### src/rtl/uart_tx.sv
// UART transmitter: frames tx_data as start / LSB-first data / optional parity /
// stop bits, advancing one bit per tx_signal tick from an external baud generator.
//
// state  | meaning
// -------+---------------------------------------------------------------
// IDLE   | line high, not busy, waiting for tx_start
// WAIT   | frame accepted, line high, waiting for the first counted tick
// START  | driving the start bit (0)
// DATA   | driving data bits LSB first, bit_cnt_q = index of bit on line
// PARITY | driving the parity bit
// STOP   | driving stop bit(s) (1), stop_cnt_q = index of stop bit on line
module uart_tx #(
  parameter int DATA_BITS  = 8,
  parameter int PARITY_EN  = 0,
  parameter int PARITY_ODD = 0,
  parameter int STOP_BITS  = 1
) (
  input  logic       clk,
  input  logic       rst,
  input  logic       tx_signal,
  input  logic       tx_start,
  input  logic [7:0] tx_data,
  output logic       tx,
  output logic       busy,
  output logic       done
);

  typedef enum logic [2:0] {
    IDLE   = 3'd0,
    WAIT   = 3'd1,
    START  = 3'd2,
    DATA   = 3'd3,
    PARITY = 3'd4,
    STOP   = 3'd5
  } state_t;

  localparam logic [2:0] LAST_BIT  = 3'(DATA_BITS - 1);
  localparam logic       LAST_STOP = 1'(STOP_BITS - 1);
  localparam logic       ODD_INV   = (PARITY_ODD != 0);

  state_t                 state_q, state_d;
  logic [DATA_BITS-1:0]   shift_q, shift_d;
  logic                   par_q, par_d;
  logic [2:0]             bit_cnt_q, bit_cnt_d;
  logic                   stop_cnt_q, stop_cnt_d;
  logic                   tx_q, tx_d;
  logic                   busy_q, busy_d;
  logic                   done_q, done_d;

  // Next-state and registered-output logic; bits only advance on tx_signal.
  always_comb begin
    state_d    = state_q;
    shift_d    = shift_q;
    par_d      = par_q;
    bit_cnt_d  = bit_cnt_q;
    stop_cnt_d = stop_cnt_q;
    tx_d       = tx_q;
    busy_d     = busy_q;
    done_d     = 1'b0;

    case (state_q)
      IDLE: begin
        tx_d = 1'b1;
        // A tick in the accept clock is deliberately not looked at here,
        // so WAIT always needs a later tick before the start bit.
        if (tx_start && !busy_q) begin
          shift_d    = tx_data[DATA_BITS-1:0];
          par_d      = (^tx_data[DATA_BITS-1:0]) ^ ODD_INV;
          bit_cnt_d  = '0;
          stop_cnt_d = 1'b0;
          busy_d     = 1'b1;
          state_d    = WAIT;
        end
      end
      WAIT: begin
        tx_d = 1'b1;
        if (tx_signal) begin
          tx_d    = 1'b0;
          state_d = START;
        end
      end
      START: begin
        if (tx_signal) begin
          tx_d      = shift_q[0];
          shift_d   = shift_q >> 1;
          bit_cnt_d = '0;
          state_d   = DATA;
        end
      end
      DATA: begin
        if (tx_signal) begin
          if (bit_cnt_q == LAST_BIT) begin
            if (PARITY_EN != 0) begin
              tx_d    = par_q;
              state_d = PARITY;
            end else begin
              tx_d       = 1'b1;
              stop_cnt_d = 1'b0;
              state_d    = STOP;
            end
          end else begin
            tx_d      = shift_q[0];
            shift_d   = shift_q >> 1;
            bit_cnt_d = bit_cnt_q + 3'd1;
          end
        end
      end
      PARITY: begin
        if (tx_signal) begin
          tx_d       = 1'b1;
          stop_cnt_d = 1'b0;
          state_d    = STOP;
        end
      end
      STOP: begin
        tx_d = 1'b1;
        if (tx_signal) begin
          if (stop_cnt_q == LAST_STOP) begin
            busy_d  = 1'b0;
            done_d  = 1'b1;
            state_d = IDLE;
          end else begin
            stop_cnt_d = stop_cnt_q + 1'b1;
          end
        end
      end
      default: begin
        tx_d    = 1'b1;
        busy_d  = 1'b0;
        state_d = IDLE;
      end
    endcase
  end

  // State and output registers with synchronous reset taking priority.
  always_ff @(posedge clk) begin
    if (rst) begin
      state_q    <= IDLE;
      shift_q    <= '0;
      par_q      <= 1'b0;
      bit_cnt_q  <= '0;
      stop_cnt_q <= 1'b0;
      tx_q       <= 1'b1;
      busy_q     <= 1'b0;
      done_q     <= 1'b0;
    end else begin
      state_q    <= state_d;
      shift_q    <= shift_d;
      par_q      <= par_d;
      bit_cnt_q  <= bit_cnt_d;
      stop_cnt_q <= stop_cnt_d;
      tx_q       <= tx_d;
      busy_q     <= busy_d;
      done_q     <= done_d;
    end
  end

  assign tx   = tx_q;
  assign busy = busy_q;
  assign done = done_q;

endmodule

### config.mk
export PLATFORM = sky130hd
export DESIGN_NAME = uart_tx
export DESIGN_NICKNAME = d
export VERILOG_FILES = /design/src/rtl/uart_tx.sv
export SDC_FILE = /design/constraint.sdc
export NUM_CORES = 1
export LEC_CHECK = 0
export ABC_AREA = 0
export CAP_MARGIN = 5
export CORE_UTILIZATION = 40
export DETAILED_ROUTE_END_ITERATION = 10
export PLACE_DENSITY = 0.71
export SLEW_MARGIN = 20
export SYNTH_ARGS = -nofsm -noshare
export SYNTH_HDL_FRONTEND = slang
export SYNTH_SLANG_ARGS = --single-unit
### constraint.sdc
create_clock -name clk -period 2.2 [get_ports clk]
set_clock_uncertainty 0.05 [all_clocks]
set_input_delay 0.55 -clock clk [delete_from_list [all_inputs] [get_ports clk]]
set_output_delay 0.55 -clock clk [all_outputs]
set_load 0.05 [all_outputs]
Word-level counts from Yosys, hierarchy flattened
Cells that the tools add are included.
{"block": "word_totals", "in_bits": 12, "word_cells": 76, "ramBits": 0, "n_memories": 0, "latchBits": 0, "mem_bits_ro": 0, "reg_bits": 18}
{"block": "op_classes", "n_eq_ne": 15, "muxes": 37, "reduce_logical": 12, "multipliers": 0, "n_div": 0, "add_sub_neg": 2, "order_cmp": 0, "n_shift": 0, "n_bitwise": 3}
{"op": "3-bit 2-to-1 mux", "count": 12}
{"op": "8-bit 2-to-1 mux", "count": 4}
{"op": "8-bit one-hot mux with 3 select lines", "count": 1}
{"op": "2-bit inequality test (second input constant)", "count": 9}
{"op": "3-bit one-hot mux with 6 select lines", "count": 1}
{"op": "1-bit 2-to-1 mux", "count": 15}
{"op": "3-bit == test (second input constant)", "count": 3}
{"op": "3-bit one-hot mux with 3 select lines", "count": 1}
{"op": "1-bit one-hot mux with 4 select lines", "count": 2}
{"op": "8-bit AND reduction", "count": 1}
{"op": "3-bit by 2-bit == test with 1-bit output (second input constant)", "count": 2}
{"op": "6-bit AND reduction", "count": 1}
{"op": "5-bit AND reduction", "count": 1}
{"op": "4-bit AND reduction", "count": 1}
{"op": "4-bit nonzero test", "count": 1}
{"op": "4-bit OR reduction", "count": 1}
{"op": "3-bit by 1-bit adder with 3-bit output (second input constant)", "count": 1}
{"op": "3-bit by 1-bit == test with 1-bit output (second input constant)", "count": 1}
{"op": "3-bit zero test", "count": 1}
{"op": "1-bit inverter", "count": 3}
{"op": "1-bit one-hot mux with 3 select lines", "count": 1}
{"op": "3-bit AND reduction", "count": 1}
{"op": "3-bit nonzero test", "count": 1}
{"op": "3-bit OR reduction", "count": 1}
{"op": "other kinds (3)", "count": 3}

Logic depth before layout (Yosys ltp)
{"block": "logic_depth", "ltp_word": 4, "ltp_mapped": 7}

Worst setup path before layout
Ideal clock, no wire load.
{"block": "synth_timing", "kind": "register -> register", "startpoint": "reg bit_cnt_q[0]", "endpoint": "reg shift_q[0]", "stages_incl_launch_ff": 7, "arrival_ns": 1.482, "setup_time_ns": 0.143, "required_time_ns": 2.007, "n_path_buf": 0, "synth_period_minus_slack_ns": 1.675, "setup_slack_ns": 0.525, "path_cell_list": "dfxtp_1 ha_1 ha_1 nand2b_1 a211o_1 nor2_8 a211oi_1"}
{"block": "synth_via", "elab_chain_len": 3}
{"item": "start, declared", "line": "44", "text": "logic [2:0] bit_cnt_q, bit_cnt_d;"}
{"item": "start signal, assigned", "line": "150", "text": "bit_cnt_q <= bit_cnt_d;"}
{"item": "3-bit == test", "line": "92", "text": "if (bit_cnt_q == LAST_BIT) begin"}
{"item": "2-bit inequality test (no source line)"}
{"item": "5-bit AND reduction (no source line)"}
{"item": "end signal, assigned", "line": "148", "text": "shift_q <= shift_d;"}
{"item": "end, declared", "line": "42", "text": "logic [DATA_BITS-1:0] shift_q, shift_d;"}
Every way passes these cells.
A chain may end at the register's enable or synchronous reset.

Worst setup path after layout
{"block": "layout_timing", "startpoint": "reg busy_q, in the netlist busy", "endpoint": "out busy"}
{"item": "start, declared", "line": "47", "text": "logic busy_q, busy_d;"}
{"item": "start signal, assigned", "line": "153", "text": "busy_q <= busy_d;"}
{"item": "end, declared", "line": "24", "text": "output logic busy,"}
No word-level cell between the ends.

==> flow_summary.ini <==
[placed_design]
gp_congestion = 0.710
hpwl_um = 1270
io_buffers = 14

[routing]
drt_iter0_markers = 9
wl_um = 1790
drc = 0
wl_per_cell_um = 13.3
via_per_inst = 5.49
dr.pass1.iters = 3
ant_nets = 0
vias = 741

[synthesis]
syn_avg_cell_area_um2 = 9.86
yosysSeqAreaShare_pct = 36.7
synth_fa_ha_area_share_pct = 2.70
synth_compound_area_share_pct = 29.7
synth_xor_xnor_area_share_pct = 0
ys_ff_latch = 17
synth_fp_nets = 108
ys_warn_count = 0
synth_top_family_by_area = compound AO/OA/AOI/OAI gates
synth_cell_types = 33
synth-simple-area-share_pct = 16.2
synth_area_um2 = 927
yosys-mux-area-fraction_pct = 7.56
netlist_instances = 94

[clock_network]
cts_setup_buffers = 0
cts.path.max_buffers = 2
cts_tree = yes
postCtsResizedCells = 0
htree_num_levels = 1
cts_sinks = 17
cts_hold_buf = 0
cts_root_buf = clkbuf_4
cts_buffers = 3
path_clk_slew_ns = 0.10
clk_latency_ns = 0.29

[power]
p_leak_nw = 0.453
p_int_mw = 0.502
swShare_pct = 32.1
p_comb_share_pct = 28.4
vdd_drop_max_mv = 0.325
clock_power_share_pct = 22.5
power_density_nw_per_um2 = 674
power.switching_mw = 0.237
pwr-share-seq_pct = 49.1

[critical_path]
required_ns = 1.60
end_kind = output port
startpoint_type = flip-flop
slowest_delay_ns = 0.82
cp_max_fo = 4
crit_type = flip-flop to output port
critPathTopFamily = buffers and inverters
arrival_ns = 1.49
cp_slowest_cell = clkdlybuf4s50_1
crit_chain = clkdlybuf4s50_1
crit_buf_inv = 1

[outcome]
run_status = completed

[final_layout]
final_core_util_pct = 50.0
num_antenna_cells = 0
drive_gt1_share_pct = 16.8
syn_to_final_growth_pct = 18.2
num-nets-final = 122

[timing]
fin_setup_tns_ns = 0
timing.final.crit_period_ns = 2.09
max_slew.worst_pin.slew_ns = 0.617
finalHoldViolations = 0
finalSetupViolCount = 0
grt_setup_unrepaired = false
final-max-slew-violation-count = 0
relSlewSlack_pct = 58.8
max_freq_mhz = 479
fin_crit_sh_pct = 95.0

[floorplan]
die_x_um = 50.1
die_area_um2 = 2510
core_area_um2 = 2190
dieHeight_um = 50.1
ioPinCount = 15
initial_core_util_pct = 42.3
rows = 17

[run]
drv_cap = 0

[grt]
grt_pass1_vias = 716
antenna_found_initial = 0
gr-usage-all-layers_pct = 16.0
overflow = 0
grt_max_degree = 13
grt_pass1_wl_um = 3050

[worst_hold_path]
min_path_type = flip-flop to flip-flop
==> synthesized netlist by cell type (all sizes together) <==
library cell,instances,area share [%]
dfxtp,17,37
a21oi,15,8.9
a211oi,8,11
mux2i,7,7.6
buf,6,5.1
nor2,5,3.8
o21ai,5,2.7
nand2b,4,2.7
nand4,4,2.7
inv,3,1.2
a21o,2,1.6
and3,2,1.3
clkbuf,2,0.81
ha,2,2.7
nor2b,2,1.6
nor3b,2,2.2
a2111oi,1,0.94
a211o,1,0.94
a2bb2oi,1,0.94
a31oi,1,0.68
and4b,1,1.1
nand3b,1,0.81
o211a,1,1.1
o31ai,1,0.81
==> layout make-up <==
type	instances	area (um^2)
clock buffers	4	26.3
fillers	218	1090
inverters	3	11.3
multi-input cells	66	520
flip-flops and latches	17	340
well taps	28	35.0
repair buffers	17	163
==> power groups by stage <==
stage                     combinational [mW]  sequential, mW  clock [mW]
after floorplan                        0.162           0.370           0
after global placement                 0.204           0.369           0
after detailed placement               0.210           0.370           0
after CTS                              0.211           0.363       0.175
after global routing                   0.227           0.368       0.192
final                                  0.210           0.363       0.166
==> worst min-delay path: stages, from the launching register on <==
cell,delay (ns)
dfxtp_1,0.32
nand2b_1,0.07
o21ai_1,0.06
==> cells by family (layout without fill, tap and decap cells) <==
kind of cell,count (synthesis),in the layout
compound gates,36,36
simple gates,21,21
flops,17,17
buf+inv,11,24
mux,7,7
fa+ha+maj,2,2
==> registers in the layout, indices dropped and copies added (netlist names) <==
signal	count
done	1
state_q	3
bit_cnt_q	3
busy	1
tx	1
shift_q	8
==> routing by layer <==
| metal | part of all wire, % | GRT usage (%) |
|---|---|---|
| met3 | 3.5 | 4.55 |
| met4 | 0.61 | 5.71 |
| met5 | 0 | 0 |
| met1 | 46 | 18.5 |
| met2 | 50 | 27.8 |
==> path summary, 6_finish.rpt <==
path / from / endpoint / slack [ns] / cells after the start
hold reg to reg: bit_cnt_q[1]$_SDFFE_PP0P_ / bit_cnt_q[1]$_SDFFE_PP0P_ / 0.44 / 2
hold / removal: bit_cnt_q[1]$_SDFFE_PP0P_ / bit_cnt_q[1]$_SDFFE_PP0P_ / 0.44 / 2
setup / recovery: busy$_SDFFE_PP0P_ / busy / 0.11 / 1
setup reg to reg: bit_cnt_q[0]$_SDFFE_PP0P_ / shift_q[3]$_SDFFE_PP0P_ / 0.36 / 7
==> cells in the final DEF (no fill, tap or decap), types with 2 or more instances in the layout <==
cell type         n
dfxtp_1          17
clkdlybuf4s50_1  14
a21oi_1          13
mux2i_1           7
a211oi_2          6
nand2b_1          4
nand4_1           4
nor2_1            4
inv_1             3
o21ai_0           3
clkbuf_4          3
buf_4             3
and3_1            2
a21oi_2           2
a21o_1            2
o21ai_1           2
ha_1              2
==> metrics by stage <==
step	setup WS, ns	std cells	power (mW)	instance area, um^2	hold WS, ns
4_1_cts	0.0959	135	0.749	1100	0.436
3_3_place_gp	0.259	131	0.574	1070	0.414
5_1_grt	0.0554	135	0.788	1100	0.478
3_5_place_dp	0.209	131	0.580	1070	0.419
6_report	0.110	135	0.739	1100	0.435
2_1_floorplan	0.525	94	0.532	927	0.396
No activity file was read; power rests on OpenSTA's default activity.
